===== src/rtl/controlador_de_status_if.sv =====
// ---------------------------------------------------------------------------
// controlador_de_status_if
// Groups the request inputs and status outputs of controlador_de_status.
//   i_ligar      power request (1 = on)
//   i_disparar   fire request, level-sampled every cycle
//   i_abortar    cancels an attack in progress
//   o_a, o_b     status bits for the external status decoder
//   o_armado     preparation complete, ready to fire
//   o_restante   cycles left in the current timed state, else 0
//   o_disparos   completed-attack count, saturating at 15
// master: the side issuing requests; slave: the controller itself.
// ---------------------------------------------------------------------------
interface controlador_de_status_if;
    logic       i_ligar;
    logic       i_disparar;
    logic       i_abortar;
    logic       o_a;
    logic       o_b;
    logic       o_armado;
    logic [7:0] o_restante;
    logic [3:0] o_disparos;

    modport master (
        output i_ligar, i_disparar, i_abortar,
        input  o_a, o_b, o_armado, o_restante, o_disparos
    );

    modport slave (
        input  i_ligar, i_disparar, i_abortar,
        output o_a, o_b, o_armado, o_restante, o_disparos
    );
endinterface


===== src/rtl/controlador_de_status.sv =====
// ---------------------------------------------------------------------------
// controlador_de_status
// Power / preparation / armed / attack status controller.
//   clk    single clock, rising edge
//   rst_n  asynchronous active-low reset
//   bus    controlador_de_status_if.slave (requests in, status out)
// Parameters:
//   PREP_CICLOS    length of PREPARACAO in cycles (1..255)
//   ATAQUE_CICLOS  length of ATAQUE in cycles (1..255)
// All outputs come from registers or are decoded from the registered state.
// ---------------------------------------------------------------------------
module controlador_de_status #(
    parameter int PREP_CICLOS   = 8,
    parameter int ATAQUE_CICLOS = 4
) (
    input  logic                         clk,
    input  logic                         rst_n,
    controlador_de_status_if.slave       bus
);

    typedef enum logic [1:0] {
        DESLIGADO  = 2'd0,
        PREPARACAO = 2'd1,
        ARMADO     = 2'd2,
        ATAQUE     = 2'd3
    } estado_t;

    localparam logic [7:0] PREP_CARGA   = 8'(PREP_CICLOS - 1);
    localparam logic [7:0] ATAQUE_CARGA = 8'(ATAQUE_CICLOS - 1);

    estado_t    r_estado;
    logic [7:0] r_restante;
    logic [3:0] r_disparos;

    // Priority: power off, then abort, then timer expiry, then fire.
    // A timed state ends on the cycle whose remaining count is 0, so a
    // load of N-1 gives exactly N cycles, including N = 1.
    always_ff @(posedge clk or negedge rst_n) begin
        if (!rst_n) begin
            r_estado   <= DESLIGADO;
            r_restante <= 8'd0;
            r_disparos <= 4'd0;
        end else if (!bus.i_ligar) begin
            r_estado   <= DESLIGADO;
            r_restante <= 8'd0;
            r_disparos <= 4'd0;
        end else begin
            case (r_estado)
                DESLIGADO: begin
                    r_estado   <= PREPARACAO;
                    r_restante <= PREP_CARGA;
                end
                PREPARACAO: begin
                    if (r_restante == 8'd0) begin
                        r_estado   <= ARMADO;
                    end else begin
                        r_restante <= r_restante - 8'd1;
                    end
                end
                ARMADO: begin
                    if (bus.i_disparar) begin
                        r_estado   <= ATAQUE;
                        r_restante <= ATAQUE_CARGA;
                    end
                end
                ATAQUE: begin
                    if (bus.i_abortar) begin
                        r_estado   <= PREPARACAO;
                        r_restante <= PREP_CARGA;
                    end else if (r_restante == 8'd0) begin
                        // Always recharge after an attack, even with disparar held.
                        r_estado   <= PREPARACAO;
                        r_restante <= PREP_CARGA;
                        if (r_disparos != 4'd15) begin
                            r_disparos <= r_disparos + 4'd1;
                        end
                    end else begin
                        r_restante <= r_restante - 8'd1;
                    end
                end
                default: begin
                    r_estado   <= DESLIGADO;
                    r_restante <= 8'd0;
                end
            endcase
        end
    end

    // Status code 01 is unreachable: B implies A by construction.
    assign bus.o_a        = (r_estado != DESLIGADO);
    assign bus.o_b        = (r_estado == ATAQUE);
    assign bus.o_armado   = (r_estado == ARMADO);
    assign bus.o_restante = r_restante;
    assign bus.o_disparos = r_disparos;

endmodule


===== src/flat_wrapper.sv =====
// flat-port wrapper written by rule: the top's interface ports become plain ports
module controlador_de_status_flat 
#(
    parameter int PREP_CICLOS   = 8,
    parameter int ATAQUE_CICLOS = 4
)
  (clk, rst_n, bus_i_ligar, bus_i_disparar, bus_i_abortar, bus_o_a, bus_o_b, bus_o_armado, bus_o_restante, bus_o_disparos);
  controlador_de_status_if bus_i ();
  input  logic clk;
  input  logic rst_n;
  input wire logic [$bits(bus_i.i_ligar)-1:0] bus_i_ligar;
  input wire logic [$bits(bus_i.i_disparar)-1:0] bus_i_disparar;
  input wire logic [$bits(bus_i.i_abortar)-1:0] bus_i_abortar;
  output wire logic [$bits(bus_i.o_a)-1:0] bus_o_a;
  output wire logic [$bits(bus_i.o_b)-1:0] bus_o_b;
  output wire logic [$bits(bus_i.o_armado)-1:0] bus_o_armado;
  output wire logic [$bits(bus_i.o_restante)-1:0] bus_o_restante;
  output wire logic [$bits(bus_i.o_disparos)-1:0] bus_o_disparos;
  assign bus_i.i_ligar = bus_i_ligar;
  assign bus_i.i_disparar = bus_i_disparar;
  assign bus_i.i_abortar = bus_i_abortar;
  assign bus_o_a = bus_i.o_a;
  assign bus_o_b = bus_i.o_b;
  assign bus_o_armado = bus_i.o_armado;
  assign bus_o_restante = bus_i.o_restante;
  assign bus_o_disparos = bus_i.o_disparos;
  controlador_de_status #(.PREP_CICLOS(PREP_CICLOS), .ATAQUE_CICLOS(ATAQUE_CICLOS)) u_core (.clk(clk), .rst_n(rst_n), .bus(bus_i));
endmodule

===== config.mk =====
export PLATFORM = sky130hd
export DESIGN_NAME = controlador_de_status_flat
export DESIGN_NICKNAME = d
export VERILOG_FILES = /design/src/rtl/controlador_de_status_if.sv /design/src/rtl/controlador_de_status.sv /design/src/flat_wrapper.sv
export SDC_FILE = /design/constraint.sdc
export NUM_CORES = 1
export LEC_CHECK = 0
export CAP_MARGIN = 0
export CORE_MARGIN = 2
export CORE_UTILIZATION = 30
export DETAILED_ROUTE_END_ITERATION = 10
export PLACE_DENSITY = 0.47
export SLEW_MARGIN = 20
export SYNTH_ARGS = -nofsm -noshare
export SYNTH_HDL_FRONTEND = slang
export SYNTH_SLANG_ARGS = --single-unit

===== constraint.sdc =====
create_clock -name clk -period 5.2 [get_ports clk]
set_clock_uncertainty 0.1 [all_clocks]
set_input_delay 1.04 -clock clk [delete_from_list [all_inputs] [get_ports clk]]
set_output_delay 1.04 -clock clk [all_outputs]
set_load 0.005 [all_outputs]

==> results.py <==
metrics = {
    "sta": {
        "min_period_over_period_pct": 52.0,
        "period_needed_ns": 2.71,
        "fmax_mhz": 370,
        "hold_viol_final": 0,
        "rsz0062_at_grt": "no",
        "max_slew_margin_pct": 55.0,
        "setup_viol": 0,
        "drv_slew": 0,
        "worstMarginPinSlew_ns": 0.673,
        "setup_tns_ns": 0,
        "whs_ns": 0.484,
    },
    "hold_path": {
        "hold_class": "reg2reg",
        "min_path_cells": 2,
        "min_from": "u_core.r_estado[1]",
    },
    "setup_path": {
        "r2r_slack_ns": 3.18,
        "worstReg2RegEnd": "u_core.bus.o_restante[3]",
        "cp-start-kind": "register",
        "cp_max_fo": 4,
        "rr_worst_depth": 6,
        "crit_arrival_ns": 1.57,
        "crit_path_start": "u_core.r_estado[0]",
        "critical_path.endpoint": "bus_o_armado",
        "r2r_start": "u_core.bus.o_restante[0]",
        "endpoint_kind": "output pin",
        "critPathKind": "reg2out",
        "critPathRequiredTime_ns": 4.06,
    },
    "cells_and_area": {
        "n_antenna_cell": 0,
        "nNetsFinal": 136,
        "instances_no_fill": 168,
        "area_delta_synth_final_pct": 26.6,
        "final_util_pct": 38.7,
        "drive_above_1_share_pct": 11.5,
    },
    "routing": {
        "drt_iter0_drc": 54,
        "ant_nets": 0,
        "avgRoutedWirePerCell_um": 13.7,
        "via_per_inst": 5.01,
        "dr_total_vias": 842,
        "drc": 0,
        "firstDrtPassIters": 4,
        "totalWireLength_um": 2300,
    },
    "die": {
        "core_area_um2": 3280,
        "start_util_pct": 30.6,
        "core.rowCount": 21,
        "die_area_um2": 3830,
        "fp.dieH_um": 61.9,
        "dieWidth_um": 61.9,
        "io-pin-count": 20,
    },
    "synth": {
        "synth-edff-count": 0,
        "async_flop_share_pct": 100,
        "synth_cells": 102,
        "synth_fp_nets": 115,
        "ys_types": 40,
        "ys_ff_latch": 14,
        "yosys.area_share.simple_pct": 26.7,
        "ys.flop_type": "dfrtp_1",
        "yosysSeqAreaShare_pct": 34.9,
        "syn_area_um2": 1000,
        "ys_warn_count": 0,
        "syn_area_per_cell_um2": 9.85,
        "yosys.area_share.adder_pct": 9.96,
        "synth.area.mux_share_pct": 2.99,
        "synth_xor_area_share_pct": 0.872,
        "synth_top_family_by_area": "simple AND/OR/NAND/NOR gates",
        "synth_compound_gate_area_share_pct": 19.3,
    },
    "global_routing": {
        "grtUsageTotal_pct": 13.4,
        "first_global_vias": 852,
        "grt-ovfl-total": 0,
        "grt_first_pass_wirelength_um": 3700,
        "grt_max_degree": 15,
        "grt_antenna_before_repair": 0,
    },
    "placement": {
        "gp_congestion": 0.835,
        "portBuffers": 19,
        "dp.cells": 164,
        "dpl.hpwl_um": 1720,
    },
    "clocking": {
        "clock_latency_ns": 0.28,
        "cts_buffers": 3,
        "htreeDepth": 1,
        "clock-sinks": 14,
        "holdBufCountCts": 0,
        "post_cts_buffers": 0,
        "cts_tree": "yes",
        "cts_buffer_depth": 2,
        "ctsResizeCount": 0,
        "root_buffer": "clkbuf_4",
        "path_clk_slew_ns": 0.09,
    },
    "flow_run": {
        "drv_cap": 0,
    },
    "power_and_ir_drop": {
        "peakVddDrop_v": 0.000117,
        "leakagePower_uw": 0.000548,
        "pwr_density_cell_nw_per_um2": 475,
    },
    "outcome": {
        "status": "finished clean",
    },
}
cells by family (layout without fill, tap and decap cells):
logic type | after synthesis | in the layout
mux | 3 | 3
compound gates | 27 | 27
fa+ha+maj | 8 | 8
flops | 14 | 14
simple gates | 36 | 36
xor+xnor | 1 | 1
buf+inv | 13 | 33
area by class of cell:
type	count	area [µm²]
timing repair buffer	19	190
sequential	14	350
fill	334	2010
clock buffer	4	36.3
tap	46	57.6
inverter	10	37.5
multi-input combinational	75	601
cells in the mapped netlist, drive strengths merged, types with 3 or more instances:
| master | instances | share of area (%) |
|---|---|---|
| nor3b | 4 | 3.0 |
| nor2 | 3 | 1.1 |
| dfrtp | 14 | 35 |
| inv | 10 | 3.7 |
| nor2b | 4 | 2.7 |
| ha | 8 | 10 |
| nor4b | 3 | 4.1 |
| mux2i | 3 | 3.0 |
| nand2 | 5 | 1.9 |
| o21ai | 10 | 5.0 |
| nand3 | 3 | 1.5 |
| a211o | 3 | 2.6 |
| nor3 | 3 | 2.6 |
stage by stage:
step	area, µm²	setup WS [ns]	total power [µW]
after floorplan	1000	3.08	414
after global placement	1240	2.41	527
after detailed placement	1240	2.39	529
after CTS	1270	2.47	613
after global routing	1270	2.41	662
final	1270	2.49	605
power breakdown:
part / leakage [µW] / internal, µW / switching (µW)
registers: 0.000188 / 135 / 46.6
logic: 0.000338 / 177 / 164
clock network: 0.0000210 / 42.6 / 38.5
total: 0.000548 / 355 / 250
cell usage in the layout (no fill, tap or decap), types with 3 or more instances in the layout:
cell / Yosys / routed
mux2i_1: 3 / 3
nand3_1: 3 / 3
clkdlybuf4s50_1: 0 / 19
nor3b_1: 4 / 4
dfrtp_1: 14 / 14
nand2_1: 5 / 5
a211o_1: 3 / 3
o21ai_0: 9 / 9
clkbuf_4: 0 / 3
inv_1: 10 / 10
nor2_1: 3 / 3
ha_1: 8 / 8
nor2b_1: 3 / 3
sequential cells by signal, summed over array words and instances (netlist names):
| register | count |
|---|---|
| u_core.bus.o_disparos | 4 |
| u_core.r_estado | 2 |
| u_core.bus.o_restante | 8 |
worst min-delay path by stage:
stage | endpoint | slack, ns
after floorplan | u_core.r_estado[1] | 0.44
after global routing | u_core.r_estado[0] | 0.52
after detailed placement | u_core.r_estado[1] | 0.47
final | u_core.r_estado[1] | 0.48
after global placement | u_core.bus.o_disparos[3] | 0.47
after CTS | u_core.r_estado[1] | 0.49
worst max-delay path, stage by stage, from the launching register on:
cell,delay (ns)
dfrtp_1,0.42
inv_1,0.11
ha_1,0.22
clkdlybuf4s50_1,0.52
routing by layer:
layer | global-route usage, % | share of wire, % | vias to the layer above
li1 | - | - | 413
met1 | 16.1 | 46 | 405
met2 | 22.3 | 48 | 20
met3 | 4.14 | 4.2 | 4
met4 | 5.47 | 1.7 | 0
met5 | 0 | 0 | -
Note: power is estimated with default switching activity, not from simulation.
